==> src/rtl/pulse_stretch_pkg.sv <==
// Shared types and helpers for the pulse stretcher: FSM state encoding and timer sizing.
package pulse_stretch_pkg;

  typedef enum logic [1:0] {
    IDLE = 2'd0,
    HIGH = 2'd1,
    GAP  = 2'd2
  } state_t;

  // Timer must hold the larger of the two phase lengths minus one.
  function automatic int unsigned timer_w(input int unsigned high_cycles,
                                          input int unsigned gap_cycles);
    int unsigned longest;
    longest = (high_cycles > gap_cycles) ? high_cycles : gap_cycles;
    return $clog2(longest + 1);
  endfunction

endpackage

==> src/rtl/pulse_stretch_timer.sv <==
// Loadable down-counter that parks at zero; zero_c tells the FSM the phase is over.
module pulse_stretch_timer #(
  parameter int unsigned W = 3
) (
  input  logic         clk,
  input  logic         reset,
  input  logic         load,
  input  logic [W-1:0] load_val,
  output logic         zero_c
);

  logic [W-1:0] count;

  always_ff @(posedge clk) begin
    if (reset) begin
      count <= '0;
    end else if (load) begin
      count <= load_val;
    end else if (count != '0) begin
      count <= count - W'(1);
    end
  end

  assign zero_c = (count == '0);

endmodule

==> src/rtl/pulse_stretch.sv <==
// Stretches single-cycle events into pulses of fixed high width and minimum low gap,
// queueing events that arrive mid-pulse and flagging any dropped at counter saturation.
module pulse_stretch
  import pulse_stretch_pkg::*;
#(
  parameter int unsigned HIGH_CYCLES = 4,
  parameter int unsigned GAP_CYCLES  = 2,
  parameter int unsigned PEND_W      = 3
) (
  input  logic              clk,
  input  logic              reset,
  input  logic              in,
  output logic              out,
  output logic              busy,
  output logic [PEND_W-1:0] pending,
  output logic              overflow
);

  localparam int unsigned TW = timer_w(HIGH_CYCLES, GAP_CYCLES);
  localparam logic [TW-1:0] HIGH_LOAD = TW'(HIGH_CYCLES - 1);
  localparam logic [TW-1:0] GAP_LOAD  = TW'(GAP_CYCLES - 1);
  localparam logic [PEND_W-1:0] PEND_MAX = '1;

  state_t            state;
  state_t            state_next;
  logic [PEND_W-1:0] pending_next;
  logic              overflow_next;
  logic              timer_load;
  logic [TW-1:0]     timer_load_val;
  logic              timer_zero_c;
  logic              work_c;
  logic              enter_high_c;

  pulse_stretch_timer #(
    .W(TW)
  ) u_timer (
    .clk     (clk),
    .reset   (reset),
    .load    (timer_load),
    .load_val(timer_load_val),
    .zero_c  (timer_zero_c)
  );

  assign work_c = (pending != '0) || in;

  always_comb begin
    state_next     = state;
    pending_next   = pending;
    overflow_next  = overflow;
    timer_load     = 1'b0;
    timer_load_val = '0;
    enter_high_c   = 1'b0;

    case (state)
      IDLE: begin
        if (work_c) begin
          state_next     = HIGH;
          enter_high_c   = 1'b1;
          timer_load     = 1'b1;
          timer_load_val = HIGH_LOAD;
        end
      end
      HIGH: begin
        if (timer_zero_c) begin
          state_next     = GAP;
          timer_load     = 1'b1;
          timer_load_val = GAP_LOAD;
        end
      end
      GAP: begin
        if (timer_zero_c) begin
          if (work_c) begin
            state_next     = HIGH;
            enter_high_c   = 1'b1;
            timer_load     = 1'b1;
            timer_load_val = HIGH_LOAD;
          end else begin
            state_next = IDLE;
          end
        end
      end
      default: state_next = IDLE;
    endcase

    // A HIGH entry either bypasses the live event or consumes one queued event;
    // a queued consume with a simultaneous new event nets to zero.
    if (enter_high_c) begin
      if ((pending != '0) && !in) begin
        pending_next = pending - PEND_W'(1);
      end
    end else if (in) begin
      if (pending == PEND_MAX) begin
        overflow_next = 1'b1;
      end else begin
        pending_next = pending + PEND_W'(1);
      end
    end
  end

  always_ff @(posedge clk) begin
    if (reset) begin
      state    <= IDLE;
      pending  <= '0;
      overflow <= 1'b0;
      out      <= 1'b0;
      busy     <= 1'b0;
    end else begin
      state    <= state_next;
      pending  <= pending_next;
      overflow <= overflow_next;
      out      <= (state_next == HIGH);
      busy     <= (state_next != IDLE);
    end
  end

endmodule

==> config.mk <==
export PLATFORM = sky130hd
export DESIGN_NAME = pulse_stretch
export DESIGN_NICKNAME = d
export VERILOG_FILES = /design/src/rtl/pulse_stretch_pkg.sv /design/src/rtl/pulse_stretch_timer.sv /design/src/rtl/pulse_stretch.sv
export SDC_FILE = /design/constraint.sdc
export NUM_CORES = 1
export LEC_CHECK = 0
export CAP_MARGIN = 20
export CORE_AREA = 4 4 41 43
export CTS_BUF_LIST = sky130_fd_sc_hd__clkbuf_4 sky130_fd_sc_hd__clkbuf_8
export DETAILED_ROUTE_END_ITERATION = 8
export DIE_AREA = 0 0 45 47
export DONT_BUFFER_PORTS = 1
export PLACE_DENSITY = 0.66
export RECOVER_POWER = 50
export SLEW_MARGIN = 40
export SYNTH_ARGS = -nofsm -noshare
export SYNTH_HDL_FRONTEND = slang
export SYNTH_SLANG_ARGS = --single-unit
==> constraint.sdc <==
create_clock -name clk -period 4.55 [get_ports clk]
set_input_delay 0.2275 -clock clk [delete_from_list [all_inputs] [get_ports clk]]
set_output_delay 0.2275 -clock clk [all_outputs]
set_load 0.02 [all_outputs]
==> results of run 1 <==
layer usage:
| metal | wire length [um] | vias to the layer above | track usage, % |
|---|---|---|---|
| met1 | 431 | 194 | 12.50 |
| met2 | 485 | 14 | 18.93 |
| met3 | 85 | 4 | 4.981 |
| met4 | 10 | 0 | 5.263 |
| li1 | - | 204 | - |
| met5 | 0 | - | 0 |
state kept, by name (all words and copies together), names as in the netlist:
signal and count:
overflow 1, state 2, u_timer.count 3, out 1, busy 1, pending 3
layout by cell type (no fill, tap or decap), types with 2 or more instances in the layout:
cell type	n
dfxtp_1	11
nor2_1	7
inv_1	5
clkbuf_4	4
nand2_1	3
nand2b_1	2
nand3b_1	2
a31oi_1	2
o21a_1	2
a21oi_1	2
nor2b_1	2
a2111oi_0	2
mux2_1	2
ha_1	2
final timing paths:
path | startpoint | to | slack (ns) | cells past startpoint
worst max-delay path | u_timer.count[0] | pending[2] | 2.12 | 8
worst min-delay path | reset | u_timer.count[1] | 0.02 | 1
worst max register to register | u_timer.count[0] | pending[2] | 2.12 | 8
worst min register to register | u_timer.count[2] | u_timer.count[2] | 0.53 | 2
cell families after synthesis:
kind of cell,count (synthesis),share of synthesized area (%)
and+or+nand+nor,21,22.97
AOI/OAI and AO/OA,13,16.94
DFF,11,40.84
buffers and inverters,7,5.103
adders and majority gates,3,8.352
muxes,2,4.176
xor gates and xnor gates,1,1.624
synthesized netlist by cell type (2+ instances only):
cell       instances
nand2_1            3
a21oi_1            2
nand2b_1           2
nor2b_1            2
nor2_1             7
a2111oi_0          2
mux2_1             2
inv_1              5
o21a_1             2
a31oi_1            2
dfxtp_1           11
ha_1               2
through the flow:
step | std cells | instance area [um2] | hold WS [ns]
2_1_floorplan | 58 | 539.3 | 0.3311
3_3_place_gp | 71 | 549.3 | 0.3034
3_5_place_dp | 71 | 549.3 | 0.3004
4_1_cts | 75 | 579.3 | 0.01894
5_1_grt | 75 | 566.8 | 0.01566
6_report | 75 | 566.8 | 0.02311
critical path: cells and delay by family (launching register included):
kind	cells	cell delay [ns]
adders and majority gates	3	0.96
muxes	1	0.34
and+or+nand+nor	2	0.45
DFF	1	0.33
AOI/OAI and AO/OA	1	0.19
buffers and inverters	1	0.06
layout make-up:
cell class | count | area [um2] | share of cell area, %
multi-input cells | 40 | 279.0 | 49.23
flip-flops and latches | 11 | 220.2 | 38.85
clock buffers | 4 | 30.03 | 5.298
inverters | 5 | 18.77 | 3.311
well taps | 15 | 18.77 | 3.311
power groups by stage:
| stage | clock network [uW] | registers, uW | logic [uW] |
|---|---|---|---|
| finish | 71.3 | 200 | 195 |
| global placement | 0 | 201 | 194 |
| global route | 76.1 | 207 | 226 |
| CTS | 73.7 | 201 | 206 |
| detailed placement | 0 | 203 | 198 |
| floorplan | 0 | 191 | 173 |
==> key figures, run 1 <==
Run status
  – Outcome: complete, no violations

Logic synthesis
  – Post-synth EDFFs: 0
  – Post-Syn Instances: 58
  – YS warnings: 0
  – Main synth FF type: dfxtp_1
  – Cell variety after synth: 28
  – Synth area leader: dfxtp_1
  – Ys async rst share: 0%
  – Synth top area cells: dfxtp_1 (41%), nor2_1 (4.9%), ha_1 (4.6%), mux2_1 (4.2%), fa_1 (3.7%)
  – Mapped Area: about 540 um2
  – Syn_nets: 64
  – Synthesized flop and latch total: 11
  – Syn avg cell area: a little over 9 um2
  – Top cell type's share of synthesized area: between 40 and 50%
  – Seq/Total Area, Yosys: slightly above 40%

Global routing
  – Overflow after GRT: 0
  – Gr usage total: a little under an eighth
  – First-pass GRT wire length: between 1.5 and 2 mm
  – Largest net degree at the start of global routing: 13
  – Initial antenna violation count: 0
  – Number of global-route vias before repair: between 300 and 400

Clocking
  – Clock root cell: clkbuf_4
  – Postcts setup bufs: 0
  – Clock-pin slew on the worst setup and hold paths: 0.07 ns
  – H-tree depth: 1
  – Clock Latency Late Sink: between 0.2 and 0.3 ns
  – CTS max path bufs: 2
  – Hold-fix buffers, CTS: 0
  – CTS tree: yes
  – CTS resizes: 0
  – Num CTS Buffers: 3
  – CTS sink cnt: 11

STA
  – Setup ws final: approximately 2.1 ns
  – RSZ-0062 raised after global routing: false
  – Slew margin rel.: 58.36%
  – Min Tclk post-route: 2.431 ns
  – Setup violators final: 0
  – Hold Fails Final Rpt: 0
  – Final critical-path share of the clock period: a little over half
  – FMAX: 411.3 MHz
  – Clock Skews: about 0.0017 ns
  – Measured slew at the worst slew-check pin: approximately 0.61 ns
  – Setup total negative slack: 0 ns
  – Slew Viols, Final: 0

Floorplan
  – IO Pins: 9
  – Core Footprint: 1301 um2
  – Num rows: 13
  – Die H: around 47 um
  – Die Width: 45 um
  – Starting Density: between 40% and 50%
  – Die area: approximately 2100 um2

Cells and area
  – Filler cells: between 100 and 150
  – Layout Nets: 67
  – N_diodes: 0
  – Area grow syn2layout: 5.105%
  – Finished Core Util: between 40% and 50%
  – Ratio of cells with drive above 1 in the final layout: between 10% and 20%

Worst setup path
  – Crit-path slowest cell: fa_1
  – WP data required: 4.70 ns
  – Delay of the slowest cell on the worst path: 0.48 ns
  – CP Launch Type: flop
  – Worst EP arrival: 2.58 ns
  – Critical path peak fanout: 10
  – Crit path kind: reg -> reg
  – CP endpoint kind: flop
  – CP most frequent cell: ha_1
  – Cell chain of the critical path: inv_1 -> ha_1 -> ha_1 -> nand2b_1 -> nand3b_1 -> fa_1 -> o22ai_1 -> mux2_1

Job
  – Max_cap viols: 0

Route
  – Antenna viol nets, final: 0
  – Via/cell ratio: between 5 and 6
  – WL per Instance: 13.49 um
  – Vias: around 420
  – Drt first-iter violations: 13
  – DR pass1 iterations: 4
  – DRC: 0
  – Routed wire length: approximately 1.0 mm

Power and ir drop
  – Internal: approximately 260 uW
  – Power per Cell Area: between 800 and 900 nW/um2
  – Switching part of the total: between 40% and 50%
  – Overall power: between 400 and 500 uW
  – Combinational Power Share: 41.8%
  – Pleak: approximately 0.00023 uW
  – Psw: ~200 uW
  – VDD IR max: about 0.00034 V
  – Reg power frac: 42.9%
  – Clock power frac: 15.3%

Placement
  – Port buffer count: 0
  – Place WS: 2.298 ns
  – Final GP Congestion: a little under 0.7
  – Post-DP HPWL: 659.5 um

Min path
  – Min-delay worst type: in -> reg
Note: power is estimated with default switching activity, not from simulation.
==> run 2, diff against run 1 <==
ABC_AREA = 1   (was not set)
PLACE_DENSITY = 0.68   (was 0.66)
clock period = 2.3 ns   (was 4.55 ns; I/O delays follow)
==> key figures, run 2 <==
Power and ir drop
  – Switching part of the total: 45.67% (was 43.33%)
  – Combinational Power Share: 47.6% (was 41.8%)
  – Psw: 433.8 uW (was 202.1 uW)
  – Internal: 516.0 uW (was 264.3 uW)
  – Power per Cell Area: 1503 nW/um2 (was 823.0 nW/um2)
  – VDD IR max: 0.0005891 V (was 0.0003442 V)
  – Overall power: 949.8 uW (was 466.5 uW)
  – Clock power frac: 15.1% (was 15.3%)
  – Reg power frac: 37.3% (was 42.9%)
  – Pleak: 0.0002887 uW (was 0.0002286 uW)

Logic synthesis
  – Synth top area cells: dfxtp_1 (39%), inv_1 (8.6%), nand2_1 (8.6%), nor2_1 (8.6%), a21oi_4 (5.7%) (was dfxtp_1 (41%), nor2_1 (4.9%), ha_1 (4.6%), mux2_1 (4.2%), fa_1 (3.7%))
  – Syn avg cell area: 7.491 um2 (was 9.298 um2)
  – Synth area leader: dfxtp_1 (unchanged)
  – Cell variety after synth: 18 (was 28)
  – Top cell type's share of synthesized area: 38.68% (was 40.84%)
  – Ys async rst share: 0% (unchanged)
  – YS warnings: 0 (unchanged)
  – Mapped Area: 569.3 um2 (was 539.3 um2)
  – Synthesized flop and latch total: 11 (unchanged)
  – Syn_nets: 82 (was 64)
  – Main synth FF type: dfxtp_1 (unchanged)
  – Post-synth EDFFs: 0 (unchanged)
  – Post-Syn Instances: 76 (was 58)
  – Seq/Total Area, Yosys: 38.68% (was 40.84%)
  – Post-synth top cells: inv_1 (13), nand2_1 (13), nor2_1 (13), dfxtp_1 (11), nand3_1 (5) (was dfxtp_1 (11), nor2_1 (7), inv_1 (5), nand2_1 (3))

Route
  – DRC: 0 (unchanged)
  – WL per Instance: 9.412 um (was 13.49 um)
  – Vias: 463 (was 416)
  – Via/cell ratio: 4.773 (was 5.547)
  – DR pass1 iterations: 4 (unchanged)
  – Antenna viol nets, final: 0 (unchanged)
  – Routed wire length: 913 um (was 1.012 mm)
  – Drt first-iter violations: 18 (was 13)

Worst setup path
  – CP most frequent cell: ha_1 (unchanged)
  – Terminus of the critical flop-to-flop path: pending[2] (unchanged)
  – Reg-to-reg slack, setup: 0.26 ns (was 2.12 ns)
  – WP data required: 2.46 ns (was 4.70 ns)
  – Cell chain of the critical path: inv_1 -> ha_1 -> ha_1 -> inv_2 -> a21oi_4 -> nand2_4 -> fa_1 -> nand3_1 -> nand2_1 -> a21oi_1 -> nor2_1 (was inv_1 -> ha_1 -> ha_1 -> nand2b_1 -> nand3b_1 -> fa_1 -> o22ai_1 -> mux2_1)
  – Worst path bufs/invs: 2 (was 1)
  – Reg-to-Reg Start: u_timer.count[0] (unchanged)
  – Crit-path slowest cell: fa_1 (unchanged)
  – Crit path kind: reg -> reg (unchanged)
  – Worst EP arrival: 2.20 ns (was 2.58 ns)
  – Reg2Reg Depth: 11 (was 8)
  – CP delay by family, top: adder cells (unchanged)
  – Crit path depth: 11 (was 8)
  – Delay of the slowest cell on the worst path: 0.42 ns (was 0.48 ns)
  – CP endpoint kind: flop (unchanged)
  – CP Launch Type: flop (unchanged)
  – Critical path peak fanout: 9 (was 10)

Floorplan
  – Die H: 47 um (unchanged)
  – Core Footprint: 1301 um2 (unchanged)
  – Starting Density: 43.75% (was 41.44%)
  – Die Width: 45 um (unchanged)
  – IO Pins: 9 (unchanged)
  – Num rows: 13 (unchanged)
  – Die area: 2115 um2 (unchanged)

Min path
  – Hold Path Depth: 3 (was 1)
  – Hold wc startpoint: reset (unchanged)
  – Min-delay worst type: in -> reg (unchanged)
  – Worst Hold Path EP: pending[2] (was u_timer.count[1])

Global routing
  – GR Util met3: 2.682% (was 4.981%)
  – Overflow after GRT: 0 (unchanged)
  – GR peak layer: met2 (unchanged)
  – Gr usage total: 10.75% (was 11.37%)
  – Largest net degree at the start of global routing: 10 (was 13)
  – First-pass GRT wire length: 1.676 mm (was 1.704 mm)
  – Initial antenna violation count: 0 (unchanged)
  – M2 GR Usage: 15.82% (was 18.93%)
  – Grt met1 use: 14.65% (was 12.50%)
  – Number of global-route vias before repair: 409 (was 386)

Clocking
  – H-tree depth: 1 (unchanged)
  – CTS max path bufs: 2 (unchanged)
  – CTS tree: yes (unchanged)
  – CTS sink cnt: 11 (unchanged)
  – Clock-pin slew on the worst setup and hold paths: 0.08 ns (was 0.07 ns)
  – Postcts setup bufs: 0 (unchanged)
  – Num CTS Buffers: 3 (unchanged)
  – Clock Latency Late Sink: 0.26 ns (about the same)
  – CTS resizes: 0 (unchanged)
  – Hold-fix buffers, CTS: 1 (was 0)
  – Clock root cell: clkbuf_4 (unchanged)

STA
  – Hold Fails Final Rpt: 0 (unchanged)
  – Setup violators final: 0 (unchanged)
  – Setup total negative slack: 0 ns (unchanged)
  – Measured slew at the worst slew-check pin: 0.3700 ns (was 0.6089 ns)
  – RSZ-0062 raised after global routing: false (unchanged)
  – FMAX: 489.8 MHz (was 411.3 MHz)
  – Min Tclk post-route: 2.042 ns (was 2.431 ns)
  – Clock Skews: 0.008055 ns (was 0.001687 ns)
  – Slew Viols, Final: 0 (unchanged)
  – Slew margin rel.: 75.33% (was 58.36%)
  – Final critical-path share of the clock period: 88.77% (was 53.44%)

Placement
  – Post-DP HPWL: 707.1 um (was 659.5 um)
  – Final GP Congestion: 0.7948 (was 0.6866)
  – Port buffer count: 0 (unchanged)

Cells and area
  – Ratio of cells with drive above 1 in the final layout: 13.41% (was 10.00%)
  – Filler cells: 128 (was 148)
  – Most frequent cells in the layout: inv_1 (13), nor2_1 (13), nand2_1 (13) (was dfxtp_1 (11), nor2_1 (7), inv_1 (5))
  – Area grow syn2layout: 10.99% (was 5.105%)
  – Top flop regs: pending x3, u_timer.count x3, state x2 (unchanged)
  – Layout Nets: 89 (was 67)
  – N_diodes: 0 (unchanged)

Job
  – Max_cap viols: 0 (unchanged)

Run status
  – Outcome: complete, no violations (unchanged)
## run 2: cells by family (layout without fill, tap and decap cells)
| kind of cell | Yosys count | after routing | synth area share, % |
|---|---|---|---|
| AND/OR/NAND/NOR | 35 | 35 | 27.47 |
| XOR/XNOR | 1 | 1 | 1.539 |
| AO/OA/AOI/OAI | 12 | 12 | 15.16 |
| flip-flops | 11 | 11 | 38.68 |
| adder cells (fa/ha/maj) | 3 | 3 | 7.912 |
| buffers and inverters | 14 | 20 | 9.231 |
## run 2: power by group through the flow
stage | Sequential (uW) | Combinational [uW] | Clock (uW)
6_report | 354 | 452 | 143
5_1_grt | 367 | 532 | 154
4_1_cts | 356 | 463 | 146
3_5_place_dp | 360 | 460 | 0
3_3_place_gp | 359 | 451 | 0
2_1_floorplan | 358 | 377 | 0
## run 2: metal layers
metal | up-vias | part of all wire [%] | wire [um]
li1 | 247 | - | -
met1 | 208 | 51 | 463
met2 | 8 | 45 | 408
met3 | 0 | 4.5 | 41
met4 | 0 | 0 | 0
met5 | - | 0 | 0
## run 2: worst max path at each step
stage                           startpoint          to
after floorplan           u_timer.count[0]  pending[2]
after global placement    u_timer.count[0]  pending[2]
after detailed placement  u_timer.count[0]  pending[2]
after CTS                 u_timer.count[0]  pending[2]
after global routing      u_timer.count[0]  pending[2]
final                     u_timer.count[0]  pending[2]
## run 2: final cells by class
type / count / area [um2] / share of cell area, %
well taps: 15 / 18.77 / 2.970
multi-input cells: 51 / 296.5 / 46.93
clock buffers: 4 / 30.03 / 4.752
repair buffers: 2 / 13.76 / 2.178
flip-flops and latches: 11 / 220.2 / 34.85
inverters: 14 / 52.55 / 8.317
## run 2: worst min-delay path, stage by stage
cell     delay [ns]
inv_1          0.08
nand2_1        0.09
nor2_1         0.03
## run 2: metrics by stage
step                instance area (um2)  hold slack, ns  instances  utilization (%)  setup WS, ns
floorplan                         569.3          0.1812         76                -        0.4203
CTS                               635.6         0.08199         97            48.85        0.2429
global route                      631.9          0.1095         97            48.56       0.05608
detailed placement                595.6          0.1854         92            45.77        0.2664
finish                            631.9         0.08725         97            48.56        0.2583
global placement                  595.6          0.1841         92            45.77        0.2902
==> run 3, diff against run 2 <==
CORE_AREA = 5 5 42 44   (was 4 4 41 43)
DIE_AREA = 0 0 47 49   (was 0 0 45 47)
==> key figures, run 3 (synthesis results as in run 2) <==
Cells and area
  – Area grow syn2layout: 10.77% (was 10.99%)
  – Finished Core Util: 45.00% (was 48.56%)
  – Layout Nets: 89 (unchanged)
  – Most frequent cells in the layout: nand2_1 (14), inv_1 (13), nor2_1 (13) (was inv_1 (13), nor2_1 (13), nand2_1 (13))
  – N_diodes: 0 (unchanged)
  – Ratio of cells with drive above 1 in the final layout: 12.20% (was 13.41%)
  – Commonest non-fill, non-tap cell in the layout: nand2_1
  – Sequential Area: 220.2 um2 (unchanged)
  – Multi-input logic area: 294.0 um2 (was 296.5 um2)
  – Final Non-Filler Cells: 98 (was 97)
  – Filler cells: 146 (was 128)
  – Top flop regs: pending x3, u_timer.count x3, state x2 (unchanged)

Floorplan
  – Starting Density: 40.63% (was 43.75%)
  – Die Width: 47 um (was 45 um)
  – Die area: 2303 um2 (was 2115 um2)
  – Num rows: 14 (was 13)
  – Die H: 49 um (was 47 um)
  – IO Pins: 9 (unchanged)
  – Core Footprint: 1401 um2 (was 1301 um2)

Route
  – Vias: 470 (was 463)
  – Routed wire length: 1.023 mm (was 913 um)
  – Antenna viol nets, final: 0 (unchanged)
  – Drt first-iter violations: 15 (was 18)
  – DRC: 0 (unchanged)
  – DR pass1 iterations: 4 (unchanged)
  – Via/cell ratio: 4.796 (was 4.773)
  – WL per Instance: 10.44 um (was 9.412 um)

Worst setup path
  – Delay of the slowest cell on the worst path: 0.41 ns (was 0.42 ns)
  – Cell chain of the critical path: inv_1 -> ha_1 -> ha_1 -> inv_2 -> a21oi_4 -> nand2_4 -> fa_1 -> inv_1 -> nand2_1 -> nand2_1 -> nand3_1 -> nand2_1 -> nor2_1 (was inv_1 -> ha_1 -> ha_1 -> inv_2 -> a21oi_4 -> nand2_4 -> fa_1 -> nand3_1 -> nand2_1 -> a21oi_1 -> nor2_1)
  – CP most frequent cell: nand2_1 (was ha_1)
  – Worst EP arrival: 2.25 ns (was 2.20 ns)
  – Critical path peak fanout: 9 (unchanged)
  – Crit-path slowest cell: fa_1 (unchanged)
  – CP delay by family, top: adder cells (unchanged)
  – CP Launch Type: flop (unchanged)
  – CP endpoint kind: flop (unchanged)
  – Crit path kind: reg -> reg (unchanged)
  – WP data required: 2.47 ns (was 2.46 ns)
  – Worst path bufs/invs: 3 (was 2)

Global routing
  – Initial antenna violation count: 0 (unchanged)
  – Overflow after GRT: 0 (unchanged)
  – Gr usage total: 10.45% (was 10.75%)
  – First-pass GRT wire length: 1.718 mm (was 1.676 mm)
  – Number of global-route vias before repair: 420 (was 409)
  – Largest net degree at the start of global routing: 10 (unchanged)

Clocking
  – H-tree depth: 1 (unchanged)
  – Clock-pin slew on the worst setup and hold paths: 0.08 ns (about the same)
  – CTS resizes: 0 (unchanged)
  – CTS sink cnt: 11 (unchanged)
  – CTS tree: yes (unchanged)
  – Postcts setup bufs: 0 (unchanged)
  – Clock Latency Late Sink: 0.28 ns (was 0.26 ns)
  – Clock root cell: clkbuf_4 (unchanged)
  – CTS max path bufs: 2 (unchanged)
  – Num CTS Buffers: 3 (unchanged)

Power and ir drop
  – VDD IR max: 0.0005331 V (was 0.0005891 V)
  – Power per Cell Area: 1511 nW/um2 (was 1503 nW/um2)
  – Pleak: 0.0002886 uW (was 0.0002887 uW)

STA
  – Hold Fails Final Rpt: 0 (unchanged)
  – RSZ-0062 raised after global routing: false (unchanged)
  – FMAX: 480.4 MHz (was 489.8 MHz)
  – Clock Skews: 0.009165 ns (was 0.008055 ns)
  – Measured slew at the worst slew-check pin: 0.3926 ns (was 0.3700 ns)
  – Min Tclk post-route: 2.082 ns (was 2.042 ns)
  – Setup total negative slack: 0 ns (unchanged)
  – Setup violators final: 0 (unchanged)
  – Slew margin rel.: 73.82% (was 75.33%)
  – Final critical-path share of the clock period: 90.51% (was 88.77%)
  – Slew Viols, Final: 0 (unchanged)

Placement
  – Placed insts: 93 (was 92)
  – Final GP Congestion: 0.6836 (was 0.7948)
  – Port buffer count: 0 (unchanged)
  – Post-DP HPWL: 760.7 um (was 707.1 um)

Min path
  – Min-delay worst type: in -> reg (unchanged)

Job
  – Max_cap viols: 0 (unchanged)

Run status
  – Outcome: complete, no violations (unchanged)
-- run 3: changes by cell type in the layout (fill, tap and decap cells not counted) --
cell,change
nand2_2,-1
nand2_1,+1
-- run 3: what timing repair did --
item,CTS,global route
setup endpoints to repair,0,0
endpoints found under the hold margin,4,0
hold buffers,1,0
-- run 3: per-stage QoR --
step | hold slack (ns) | cell area, um2 | setup WS, ns | power [uW]
2_1_floorplan | 0.1812 | 569.3 | 0.4203 | 735.6
3_3_place_gp | 0.1849 | 596.8 | 0.2828 | 808.1
3_5_place_dp | 0.1847 | 596.8 | 0.2328 | 825.6
4_1_cts | 0.08245 | 636.9 | 0.2165 | 971.0
5_1_grt | 0.1116 | 630.6 | 0.08428 | 1047
6_report | 0.07761 | 630.6 | 0.2183 | 953.1
-- run 3: path summary, 6_finish.rpt --
| path | start | end | slack [ns] | cells past startpoint |
|---|---|---|---|---|
| max | u_timer.count[0] | pending[2] | 0.22 | 13 |
| min | reset | u_timer.count[2] | 0.08 | 3 |
| max reg2reg | u_timer.count[0] | pending[2] | 0.22 | 13 |
| min reg2reg | u_timer.count[2] | u_timer.count[2] | 0.54 | 4 |
-- run 3: report_power, final --
part,switching [uW],internal [uW],total (uW)
Combinational,281,172,453
Sequential,89.1,263,352
Clock,68.7,79.1,148
-- run 3: layer usage --
layer | GRT usage [%] | vias up | wire, um
met4 | 6.912 | 0 | 34
met1 | 11.75 | 208 | 464
met2 | 15.38 | 11 | 456
met3 | 4.428 | 5 | 68
li1 | - | 246 | -
met5 | 0 | - | 0
-- run 3: layout make-up --
cell class	count	share of cell area (%)
tap	16	3.175
clock buffer	4	4.762
timing repair buffer	2	2.183
multi-input combinational	51	46.63
sequential	11	34.92
inverter	14	8.333
-- run 3: worst min-delay path, stage by stage --
cell,delay [ns]
inv_1,0.08
nand2_1,0.09
nor2_1,0.04
